<file path="config.mk">
export PLATFORM = sky130hd
export DESIGN_NAME = guess_round_ctrl
export DESIGN_NICKNAME = d
export VERILOG_FILES = /design/src/rtl/guess_round_ctrl.sv
export SDC_FILE = /design/constraint.sdc
export NUM_CORES = 1
export LEC_CHECK = 0
export CAP_MARGIN = 25
export CORE_AREA = 2 2 72 74
export DETAILED_ROUTE_END_ITERATION = 7
export DIE_AREA = 0 0 74 76
export DONT_BUFFER_PORTS = 1
export PLACE_DENSITY = 0.48
export REMOVE_ABC_BUFFERS = 1
export SYNTH_ARGS = -nofsm -noshare
export SYNTH_HDL_FRONTEND = slang
export SYNTH_SLANG_ARGS = --single-unit
</file>
<file path="constraint.sdc">
create_clock -name CLK -period 4.01 [get_ports CLK]
set_input_delay 0.802 -clock CLK [delete_from_list [all_inputs] [get_ports CLK]]
set_output_delay 0.802 -clock CLK [all_outputs]
set_load 0.02 [all_outputs]
</file>
<file path="src/rtl/guess_round_ctrl.sv">
// Round sequencer for the guess-number game. Samples buttons on the prescaler
// tick, routes symbols into the secret or guess buffer, runs the compare
// handshake with the match datapath, counts turns and raises win/lose.
module guess_round_ctrl #(
    parameter int MIN_SYMS  = 4,
    parameter int MAX_SYMS  = 7,
    parameter int MAX_TURNS = 4
) (
    input  logic       CLK,
    input  logic       reset,
    input  logic       tick,
    input  logic [3:0] btn,
    input  logic       enter,
    output logic       sym_we,
    output logic       sym_sel,
    output logic [2:0] sym_pos,
    output logic [1:0] sym_code,
    output logic       clr_secret,
    output logic       clr_guess,
    output logic       cmp_req,
    input  logic       cmp_ack,
    input  logic       cmp_match,
    output logic [2:0] secret_len,
    output logic [2:0] guess_len,
    output logic [1:0] len_rel,
    output logic [2:0] turn,
    output logic [2:0] state,
    output logic       win,
    output logic       lose
);

    typedef enum logic [2:0] {
        SECRET  = 3'd0,
        GUESS   = 3'd1,
        COMPARE = 3'd2,
        RESULT  = 3'd3,
        WIN     = 3'd4,
        LOSE    = 3'd5
    } state_t;

    localparam logic [2:0] MIN_L   = 3'(MIN_SYMS);
    localparam logic [2:0] MAX_L   = 3'(MAX_SYMS);
    localparam logic [2:0] TURNS_L = 3'(MAX_TURNS);

    // Saturating increment: counters stop at their limit instead of wrapping.
    function automatic logic [2:0] sat_inc(input logic [2:0] v, input logic [2:0] lim);
        return (v >= lim) ? lim : v + 3'd1;
    endfunction

    // Lowest-index pressed button wins; the others are dropped for this tick.
    function automatic logic [1:0] first_press(input logic [3:0] p);
        if (p[0])      return 2'd0;
        else if (p[1]) return 2'd1;
        else if (p[2]) return 2'd2;
        else           return 2'd3;
    endfunction

    // Length relation reported after a compare: 00 equal, 01 shorter, 10 longer.
    function automatic logic [1:0] len_compare(input logic [2:0] g, input logic [2:0] s);
        if (g == s)     return 2'b00;
        else if (g < s) return 2'b01;
        else            return 2'b10;
    endfunction

    state_t     state_r, state_nxt;
    logic [3:0] btn_hist;
    logic       enter_hist;
    logic [3:0] press;
    logic       enter_p;
    logic [2:0] turn_inc;

    logic       sym_we_nxt, sym_sel_nxt, clr_secret_nxt, clr_guess_nxt;
    logic [2:0] sym_pos_nxt, secret_len_nxt, guess_len_nxt, turn_nxt;
    logic [1:0] sym_code_nxt, len_rel_nxt;
    logic       cmp_req_nxt, win_nxt, lose_nxt;

    assign state    = state_r;
    assign turn_inc = sat_inc(turn, TURNS_L);

    // Edge detection and next-state / next-output decode; inputs act only on tick.
    always_comb begin
        press          = tick ? (btn & ~btn_hist) : 4'b0000;
        enter_p        = tick & enter & ~enter_hist;
        state_nxt      = state_r;
        sym_we_nxt     = 1'b0;
        clr_secret_nxt = 1'b0;
        clr_guess_nxt  = 1'b0;
        sym_sel_nxt    = sym_sel;
        sym_pos_nxt    = sym_pos;
        sym_code_nxt   = sym_code;
        secret_len_nxt = secret_len;
        guess_len_nxt  = guess_len;
        turn_nxt       = turn;
        len_rel_nxt    = len_rel;
        cmp_req_nxt    = cmp_req;
        win_nxt        = win;
        lose_nxt       = lose;

        case (state_r)
            SECRET: begin
                if (enter_p) begin
                    if (secret_len >= MIN_L) begin
                        state_nxt     = GUESS;
                        clr_guess_nxt = 1'b1;
                        guess_len_nxt = 3'd0;
                    end else begin
                        clr_secret_nxt = 1'b1;
                        secret_len_nxt = 3'd0;
                    end
                end else if (press != 4'b0000 && secret_len < MAX_L) begin
                    sym_we_nxt     = 1'b1;
                    sym_sel_nxt    = 1'b0;
                    sym_pos_nxt    = secret_len;
                    sym_code_nxt   = first_press(press);
                    secret_len_nxt = sat_inc(secret_len, MAX_L);
                end
            end

            GUESS: begin
                if (enter_p) begin
                    if (guess_len >= MIN_L) begin
                        state_nxt   = COMPARE;
                        cmp_req_nxt = 1'b1;
                    end else begin
                        clr_guess_nxt = 1'b1;
                        guess_len_nxt = 3'd0;
                    end
                end else if (press != 4'b0000 && guess_len < MAX_L) begin
                    sym_we_nxt    = 1'b1;
                    sym_sel_nxt   = 1'b1;
                    sym_pos_nxt   = guess_len;
                    sym_code_nxt  = first_press(press);
                    guess_len_nxt = sat_inc(guess_len, MAX_L);
                end
            end

            // Request is held until the datapath acknowledges; buttons are ignored.
            COMPARE: begin
                if (cmp_ack) begin
                    cmp_req_nxt = 1'b0;
                    len_rel_nxt = len_compare(guess_len, secret_len);
                    turn_nxt    = turn_inc;
                    if (cmp_match) begin
                        state_nxt = WIN;
                        win_nxt   = 1'b1;
                    end else if (turn_inc >= TURNS_L) begin
                        state_nxt = LOSE;
                        lose_nxt  = 1'b1;
                    end else begin
                        state_nxt = RESULT;
                    end
                end
            end

            RESULT: begin
                if (enter_p) begin
                    state_nxt     = GUESS;
                    clr_guess_nxt = 1'b1;
                    guess_len_nxt = 3'd0;
                end
            end

            WIN, LOSE: begin
                state_nxt = state_r;
            end

            default: begin
                state_nxt = SECRET;
            end
        endcase
    end

    // State, edge history and registered outputs; reset clears everything.
    always_ff @(posedge CLK) begin
        if (!reset) begin
            state_r    <= SECRET;
            btn_hist   <= 4'b0000;
            enter_hist <= 1'b0;
            sym_we     <= 1'b0;
            sym_sel    <= 1'b0;
            sym_pos    <= 3'd0;
            sym_code   <= 2'd0;
            clr_secret <= 1'b0;
            clr_guess  <= 1'b0;
            cmp_req    <= 1'b0;
            secret_len <= 3'd0;
            guess_len  <= 3'd0;
            len_rel    <= 2'b00;
            turn       <= 3'd0;
            win        <= 1'b0;
            lose       <= 1'b0;
        end else begin
            if (tick) begin
                btn_hist   <= btn;
                enter_hist <= enter;
            end
            state_r    <= state_nxt;
            sym_we     <= sym_we_nxt;
            sym_sel    <= sym_sel_nxt;
            sym_pos    <= sym_pos_nxt;
            sym_code   <= sym_code_nxt;
            clr_secret <= clr_secret_nxt;
            clr_guess  <= clr_guess_nxt;
            cmp_req    <= cmp_req_nxt;
            secret_len <= secret_len_nxt;
            guess_len  <= guess_len_nxt;
            len_rel    <= len_rel_nxt;
            turn       <= turn_nxt;
            win        <= win_nxt;
            lose       <= lose_nxt;
        end
    end

endmodule

</file>
# After elaboration in Yosys (flattened, before gate mapping)
# Cells that the tools add are included.
# totals
word_cells	131
output_inout_bits	26
reg_bits	31
input_bits	10
# op_classes
n_eq_ne	19
order_cmp	9
addsub	3
n_bitwise	7
muxes	59
reduce_logical	18
# op_table
operator	count
two-way mux 3 bit	24
!= test 2 bit (second input constant)	11
>= comparator 3 bit (second input constant)	6
two-way mux 1 bit	18
two-way mux 2 bit	8
one-hot mux 3 bit (5 select lines)	1
adder 3 x 1 -> 3 bit (second input constant)	3
one-hot mux 3 bit (3 select lines)	1
AND reduction 3 bit	3
AND reduction 4 bit	2
AND reduction 7 bit	1
equality test 3 x 2 -> 1 bit (second input constant)	2
equality test 3 bit (second input constant)	2
< comparator 3 bit (second input constant)	2
!= test 3 bit (second input constant)	2
one-hot mux 1 bit (2 select lines)	3
one-hot mux 3 bit (2 select lines)	1
AND reduction 6 bit	1
nonzero test 2 bit	3
AND reduction 5 bit	1
AND 4 bit	1
two-way mux 4 bit	1
inverter 4 bit	1
one-hot mux 2 bit (2 select lines)	1
other kinds (12)	16

# Longest topological paths before layout
# Gate-level depths: netlist of run 1.
# depth
depth_word	9
depth_mapped	7
mapped_depth_nobuf	7

# Least setup slack after synthesis of run 1
# Ideal clock, no wire load.
# synth_path
path_type	input to register
from	input btn[2]
to	register guess_len[0]
required_time_ns	3.938
setup_ns	0.072
setup_slack_ns	2.049
t_arrival_ns	1.890
path_stages	5
path_buffers	0
path_cell_list	nor2b_1 > a2111oi_4 > o21ai_1 > nand3b_1 > mux2i_1
# synth_via
elab_chain_cells	6
# synth_lines
item	line	rtl
start: declaration	12	input logic [3:0] btn,
AND 4 bit	82	press = tick ? (btn & ~btn_hist) : 4'b0000;
two-way mux 4 bit	82	
nonzero test 4 bit	128	end else if (press != 4'b0000 && guess_len < MAX_L) begin
logical AND 1 bit	128	
!= test 3 bit (no source line)	--	
AND reduction 6 bit (no source line)	--	
end signal: assignment	206	guess_len <= guess_len_nxt;
end: declaration	24	output logic [2:0] guess_len,
# No other way between the ends.
# A chain may end at the register's enable or synchronous reset.

# Worst setup path in the final report of run 1
# layout_path
from	register state_r[1], in the netlist state[1]
to	register len_rel[1]
# layout_via
elab_chain_cells	2
# layout_lines
item	line	rtl
start: declaration	65	state_t state_r, state_nxt;
start signal: assignment	197	state_r <= state_nxt;
equality test 3 x 2 -> 1 bit	99	case (state_r)
AND reduction 2 bit (no source line)	--	
end signal: assignment	207	len_rel <= len_rel_nxt;
end: declaration	25	output logic [1:0] len_rel,
# No other way between the ends.

==> results of run 1 <==
==> per-layer routing <==
| layer | vias to the layer above | part of all wire | GRT usage |
|---|---|---|---|
| met2 | 32 | 0.48 | 0.225 |
| met5 | - | 0 | 0 |
| met4 | 0 | 0.032 | 0.0691 |
| li1 | 635 | - | - |
| met1 | 603 | 0.42 | 0.182 |
| met3 | 10 | 0.068 | 0.0542 |
==> Yosys cell counts (4+ instances only) <==
cell / n
sky130_fd_sc_hd__dfxtp_1: 31
sky130_fd_sc_hd__nor2_1: 25
sky130_fd_sc_hd__a21oi_1: 13
sky130_fd_sc_hd__ha_1: 10
sky130_fd_sc_hd__inv_1: 10
sky130_fd_sc_hd__mux2i_1: 10
sky130_fd_sc_hd__nand2_1: 7
sky130_fd_sc_hd__nand2b_1: 7
sky130_fd_sc_hd__nor3_1: 6
sky130_fd_sc_hd__a211oi_1: 4
sky130_fd_sc_hd__buf_2: 4
sky130_fd_sc_hd__nand3b_1: 4
sky130_fd_sc_hd__nor2b_1: 4
sky130_fd_sc_hd__nor3_2: 4
sky130_fd_sc_hd__o21ai_0: 4
sky130_fd_sc_hd__o21ai_1: 4
==> critical path: stages (launching register included) <==
cell and delay, ps:
sky130_fd_sc_hd__dfxtp_1 770, sky130_fd_sc_hd__inv_2 130, sky130_fd_sc_hd__or4_1 700, sky130_fd_sc_hd__a31oi_4 240, sky130_fd_sc_hd__nand2b_1 90, sky130_fd_sc_hd__a21oi_2 140
==> placed cells by master (no fill, tap or decap), drive strengths merged <==
cell | netlist | layout
nor3 | 11 | 11
nand3 | 2 | 2
o311ai | 1 | 1
a211oi | 4 | 4
nor4b | 1 | 1
a22oi | 3 | 3
mux2i | 10 | 10
nor3b | 3 | 3
a2111oi | 2 | 2
a31o | 1 | 1
clkbuf | 1 | 7
clkinv | 1 | 2
inv | 12 | 12
o221a | 2 | 2
nor2 | 25 | 25
nand2 | 7 | 7
nand2b | 7 | 7
o21ai | 8 | 8
nor4 | 1 | 1
ha | 10 | 10
or2 | 1 | 1
nand3b | 4 | 4
o211ai | 3 | 3
and3b | 1 | 1
a31oi | 2 | 2
or4 | 1 | 1
a21o | 1 | 1
nor2b | 4 | 4
dfxtp | 31 | 31
a21oi | 14 | 14
o311a | 1 | 1
==> power groups by stage <==
stage	clock network, mW	logic (mW)	registers (mW)
finish	0.236	0.0487	0.335
global route	0.262	0.0556	0.336
CTS	0.246	0.0494	0.335
detailed placement	0	0.0490	0.342
global placement	0	0.0474	0.342
floorplan	0	0.0405	0.339
==> stage by stage <==
stage | util | area [µm²] | worst slack (ps)
final | 0.362 | 1780 | 1870
after global routing | 0.362 | 1780 | 1720
after CTS | 0.362 | 1780 | 1880
after detailed placement | 0.345 | 1700 | 1900
after global placement | 0.345 | 1700 | 1920
after floorplan | - | 1610 | 2050
==> worst paths after layout <==
check / start / endpoint / slack [ps] / depth (start not counted)
setup / recovery: state[1] / len_rel[1] / 1870 / 5
hold / removal: btn_hist[0] / btn_hist[0] / 510 / 2
setup reg to reg: state[1] / len_rel[1] / 1870 / 5
hold reg to reg: btn_hist[0] / btn_hist[0] / 510 / 2
==> area by class of cell <==
type                       instances  area (µm²)
fill                             517        3140
sequential                        31         621
inverter                          13        48.8
clock buffer                       7        76.3
clock inverter                     1        5.00
tap                               70        87.6
multi-input combinational        130         938
==> flip-flops by register name, summed over array words and instances, names as in the netlist <==
name,cells
guess_len,3
clr_secret,1
sym_code,2
len_rel,2
turn,3
win,1
secret_len,3
sym_sel,1
sym_pos,3
clr_guess,1
enter_hist,1
btn_hist,4
sym_we,1
cmp_req,1
state,3
lose,1
==> cells by family (layout without fill, tap and decap cells) <==
family	Yosys count	after routing	share of synthesized area
AOI/OAI and AO/OA	42	42	0.192
adders and majority gates	10	10	0.0760
buffers and inverters	21	21	0.0532
DFF	31	31	0.377
muxes	10	10	0.0608
and+or+nand+nor	68	68	0.241
==> results.txt, run 1 <==
----------------------------------------------------
[Hold path]
  Tightest Hold Check Type ... flip-flop to flip-flop

[Yosys]
  Share of the synthesized area in the top cell type ... 0.377
  Post-synthesis async set-or-reset flop share ... 0
  Gate count after technology mapping ... ~180
  Sequential-to-total area share from yosys stat ... 0.377
  Largest cells by area after synthesis ... sky130_fd_sc_hd__dfxtp_1, sky130_fd_sc_hd__ha_1, sky130_fd_sc_hd__mux2i_1
  Count of synthesis-stage warnings from yosys ... 0
  Distinct cell type count of the synthesized netlist ... between 40 and 50
  Post-synth design cell area ... around 1600 µm²
  Largest area contributor in the netlist ... sky130_fd_sc_hd__dfxtp_1
  #FFs+latches synth ... 31
  Number of synthesized flops with an enable pin ... 0
  Avg Cell Area, Syn ... 9.05 µm²
  Primary flip-flop cell chosen by synthesis mapping ... sky130_fd_sc_hd__dfxtp_1

[Die]
  Core Area ... ~5000 µm²
  Die area ... 5620 µm²
  # IOs ... 36
  Die Height ... between 70 and 80 µm
  Std cell rows ... 26
  Starting density of the core ... 0.335
  Die Wd ... between 70 and 80 µm

[Power and ir drop]
  Total power draw ... just over 0.6 mW
  Clk pwr share ... 0.381
  Power density over the cells ... roughly 350 nW/µm²
  Leak ... 0.657 nW
  Switch Pwr ... ~0.16 mW
  Logic gate share of total power ... 0.079
  Peak ir drop on the vdd network ... between 0.0001 and 0.00015 V
  Fraction of power consumed by sequential logic ... 0.540
  Internal cell power ... ~0.46 mW
  Proportion of total power due to net switching ... 0.258

[STA]
  Relative slew slack ... 0.530
  Setup repair after global routing missed its margin ... no
  Worst slack on hold paths ... a little over 500 ps
  Minimum period implied by the final worst setup slack ... 2140 ps
  Number of pins exceeding their max-slew limit in the final report ... 0
  Measured slew at the worst slew-check pin ... a little over 700 ps
  Final hold violation count ... 0
  Final sum of negative setup slack ... 0 ps
  Number of failing setup endpoints in the final timing report ... 0
  Final cycle utilization of the critical path ... 0.535
  Max Freq ... 466 MHz
  Setup skew after layout ... about 3.3 ps

[Global routing]
  GRT Util Overall ... 0.148
  Number of antenna violations at the first check in global routing ... 0
  First-pass GRT wire length ... 6400 µm
  Pin count of the biggest net entering global routing ... 27
  Number of global-route vias before repair ... approximately 1300
  GR Overflow Total ... 0

[CTS]
  # Post-CTS Setup Buffers ... 0
  Clock transition at the registers of the reported paths ... approximately 60 ps
  Insertion delay of the later-clocked pin in the worst-skew pair ... between 200 and 300 ps
  Post-CTS sizing ... 0
  Hold buffer count at cts ... 0
  Number of H-tree levels ... 2
  Buffers from clock root to sink, at most ... 2
  CTS tree ... built
  CTS Root Buffer Type ... sky130_fd_sc_hd__clkbuf_8
  Clock tree sinks ... 31
  Inserted Clock Buffers ... 5

[Route]
  Ratio of routed vias to standard cells ... 5.08
  First-pass iteration count of the detailed router ... 4
  Total length of routed wires ... approximately 3800 µm
  Routed wirelength normalized by instance count ... around 15 µm
  Vias ... 1280
  DRC violation count after routing ... 0
  DRC marker count from the first detailed-route iteration ... 63
  ANT nets after route ... 0

[Final layout]
  Share of cells above drive strength 1 ... 0.121
  Net total in the final layout ... around 200
  Count of non-filler cells in the finished layout ... between 200 and 300
  Synth-to-layout area growth ... 7.90%
  Number of diodes ... 0

[Worst setup path]
  Kind of launch point of the worst setup path ... flip-flop
  Arrival time reported for the critical path endpoint ... between 2000 and 2500 ps
  Maximum net fanout on the critical path ... 13
  Startpoint-to-endpoint class of the critical path ... flip-flop to flip-flop
  Worst setup EP type ... flip-flop
  Data required time at the worst endpoint ... about 4200 ps

[Placement]
  HPWL after detailed placement ... 2800 µm
  DP Cell Count ... roughly 240
  Count of port buffers added during placement ... 0
  Routability Congestion ... 0.807

[Run]
  Number of max-cap violations ... 0

[Status]
  Outcome ... completed

----------------------------------------------------
No activity file was read; power rests on OpenSTA's default activity.
==> run 2: changes to the inputs <==
==> constraint.sdc (replaced) <==
create_clock -name CLK -period 2.1 [get_ports CLK]
set_input_delay 0.42 -clock CLK [delete_from_list [all_inputs] [get_ports CLK]]
set_output_delay 0.42 -clock CLK [all_outputs]
set_load 0.02 [all_outputs]
==> results.txt, run 2 (synthesis gave the netlist of run 1 again) <==
----------------------------------------------------
[Status]
  Outcome ... completed (unchanged)

[Die]
  Die Height ... 76 µm (unchanged)
  Starting density of the core ... 0.335 (unchanged)
  Die Wd ... 74 µm (unchanged)
  # IOs ... 36 (unchanged)
  Std cell rows ... 26 (unchanged)
  Core Area ... 4910 µm² (unchanged)
  Die area ... 5620 µm² (unchanged)

[STA]
  Final critical-path setup slack ... 330 ps (was 1870 ps)
  Relative slew slack ... 0.563 (was 0.530)
  Number of pins exceeding their max-slew limit in the final report ... 0 (unchanged)
  Final cycle utilization of the critical path ... 0.843 (was 0.535)
  Measured slew at the worst slew-check pin ... 649 ps (was 704 ps)
  Final hold violation count ... 0 (unchanged)
  Number of failing setup endpoints in the final timing report ... 0 (unchanged)
  Max Freq ... 565 MHz (was 466 MHz)
  Setup skew after layout ... 4.10 ps (was 3.31 ps)
  Final sum of negative setup slack ... 0 ps (unchanged)
  Worst slack on hold paths ... 272 ps (was 508 ps)
  Setup repair after global routing missed its margin ... no (unchanged)
  Minimum period implied by the final worst setup slack ... 1770 ps (was 2140 ps)

[Route]
  DRC marker count from the first detailed-route iteration ... 35 (was 63)
  Ratio of routed vias to standard cells ... 4.97 (was 5.08)
  Vias ... 1298 (was 1280)
  First-pass iteration count of the detailed router ... 4 (unchanged)
  Total length of routed wires ... 3760 µm (was 3780 µm)
  Routed wirelength normalized by instance count ... 14.4 µm (was 15.0 µm)
  ANT nets after route ... 0 (unchanged)
  DRC violation count after routing ... 0 (unchanged)

[Final layout]
  Most common cell after layout, fill and taps aside ... sky130_fd_sc_hd__dfxtp_1 (unchanged)
  Area of all sequential standard cells ... 621 µm² (unchanged)
  Final standard cell area without fillers ... 1860 µm² (was 1780 µm²)
  Flip-flop count of the largest register after layout ... 4 (unchanged)
  Share of cells above drive strength 1 ... 0.168 (was 0.121)
  Net total in the final layout ... 210 (was 201)
  Reg with most FFs ... btn_hist (unchanged)
  # fillers ... 491 (was 517)
  Top library cells by usage in the layout, fill and taps aside ... sky130_fd_sc_hd__dfxtp_1, sky130_fd_sc_hd__nor2_1, sky130_fd_sc_hd__a21oi_1 (unchanged)
  Area used by multi-input combinational logic ... 938 µm² (unchanged)
  Synth-to-layout area growth ... 13.1% (was 7.90%)
  Number of diodes ... 0 (unchanged)

[CTS]
  CTS tree ... built (unchanged)
  # Post-CTS Setup Buffers ... 0 (unchanged)
  Clock tree sinks ... 31 (unchanged)
  CTS Root Buffer Type ... sky130_fd_sc_hd__clkbuf_8 (unchanged)
  Inserted Clock Buffers ... 5 (unchanged)
  Hold buffer count at cts ... 0 (unchanged)
  Number of H-tree levels ... 2 (unchanged)
  Post-CTS sizing ... 0 (unchanged)
  Buffers from clock root to sink, at most ... 2 (unchanged)
  Insertion delay of the later-clocked pin in the worst-skew pair ... 280 ps (about the same)
  Clock transition at the registers of the reported paths ... 70 ps (was 60 ps)

[Power and ir drop]
  Switch Pwr ... 0.306 mW (was 0.160 mW)
  Internal cell power ... 0.947 mW (was 0.460 mW)
  Leak ... 0.715 nW (was 0.657 nW)
  Proportion of total power due to net switching ... 0.244 (was 0.258)
  Power density over the cells ... 673 nW/µm² (was 349 nW/µm²)
  Logic gate share of total power ... 0.078 (was 0.079)
  Clk pwr share ... 0.414 (was 0.381)
  Peak ir drop on the vdd network ... 0.000245 V (was 0.000128 V)
  Fraction of power consumed by sequential logic ... 0.507 (was 0.540)

[Worst setup path]
  Worst setup EP type ... flip-flop (unchanged)
  Crit-path max cell delay ... 660 ps (was 770 ps)
  Critical Path Source ... state[1] (unchanged)
  Slowest-stage cell, CP ... sky130_fd_sc_hd__or4_1 (was sky130_fd_sc_hd__dfxtp_1)
  Arrival time reported for the critical path endpoint ... 1980 ps (was 2360 ps)
  Startpoint-to-endpoint class of the critical path ... flip-flop to flip-flop (unchanged)
  Data required time at the worst endpoint ... 2310 ps (was 4220 ps)
  Maximum net fanout on the critical path ... 8 (was 13)
  Critical path cell sequence ... inv_2 -> or4_1 -> a31oi_4 -> nand2b_1 -> a21oi_2 (unchanged)
  Cell count of the worst reg-to-reg path ... 5 (unchanged)
  Beginning of the worst register-to-register path ... state[1] (unchanged)
  Kind of launch point of the worst setup path ... flip-flop (unchanged)

[Global routing]
  Pin count of the biggest net entering global routing ... 27 (unchanged)
  Number of global-route vias before repair ... 1264 (was 1295)
  GR Overflow Total ... 0 (unchanged)
  GRT Util Overall ... 0.143 (was 0.148)
  First-pass GRT wire length ... 6220 µm (was 6400 µm)
  Number of antenna violations at the first check in global routing ... 0 (unchanged)

[Run]
  Number of max-cap violations ... 0 (unchanged)

[Placement]
  Count of port buffers added during placement ... 0 (unchanged)
  Worst setup slack after placement ... 368 ps (was 1900 ps)
  Total placed instance area ... 1760 µm² (was 1700 µm²)
  HPWL after detailed placement ... 2850 µm (was 2800 µm)
  Routability Congestion ... 0.827 (was 0.807)

[Hold path]
  Tightest Hold Check Type ... input pin to flip-flop (was flip-flop to flip-flop)
  Hold depth ... 1 (was 2)
  Startpoint of the lowest-slack hold path ... reset (was btn_hist[0])

----------------------------------------------------
==> run 2: area by class of cell <==
cell class,count,area share
Inverter,13,0.0262
Sequential cell,31,0.333
Timing Repair Buffer,9,0.0363
Clock buffer,8,0.0537
Multi-Input combinational cell,130,0.504
Tap cell,70,0.0470
==> run 2: path summary, 6_finish.rpt <==
| check | to | slack (ps) |
|---|---|---|
| hold / removal | sym_code[1] | 270 |
| setup reg to reg | len_rel[1] | 330 |
| setup / recovery | len_rel[1] | 330 |
| hold reg to reg | btn_hist[2] | 500 |
==> run 2: power groups by stage <==
stage	logic, mW	clock network [mW]	registers (mW)
after CTS	0.0998	0.535	0.636
after detailed placement	0.0991	0	0.650
after floorplan	0.0774	0	0.647
after global placement	0.0970	0	0.649
after global routing	0.111	0.559	0.638
final	0.0983	0.519	0.636
==> run 2: through the flow <==
step,utilization,power (mW),cells
3_5_place_dp,0.359,0.749,253
4_1_cts,0.379,1.27,261
6_report,0.379,1.25,261
5_1_grt,0.379,1.31,261
3_3_place_gp,0.359,0.746,253
2_1_floorplan,-,0.724,174
==> run 2: worst max-delay path, delay by kind of cell, from the launching register on <==
| kind | cells | cell delay (ps) |
|---|---|---|
| AOI/OAI and AO/OA | 2 | 370 |
| buffers and inverters | 1 | 90 |
| DFF | 1 | 480 |
| and+or+nand+nor | 2 | 750 |
==> run 2: layer usage <==
| layer | vias to the layer above | GRT usage | share of wire |
|---|---|---|---|
| met3 | 8 | 0.0542 | 0.059 |
| li1 | 656 | - | - |
| met4 | 0 | 0.0509 | 0.020 |
| met1 | 601 | 0.180 | 0.44 |
| met2 | 33 | 0.220 | 0.48 |
| met5 | - | 0 | 0 |
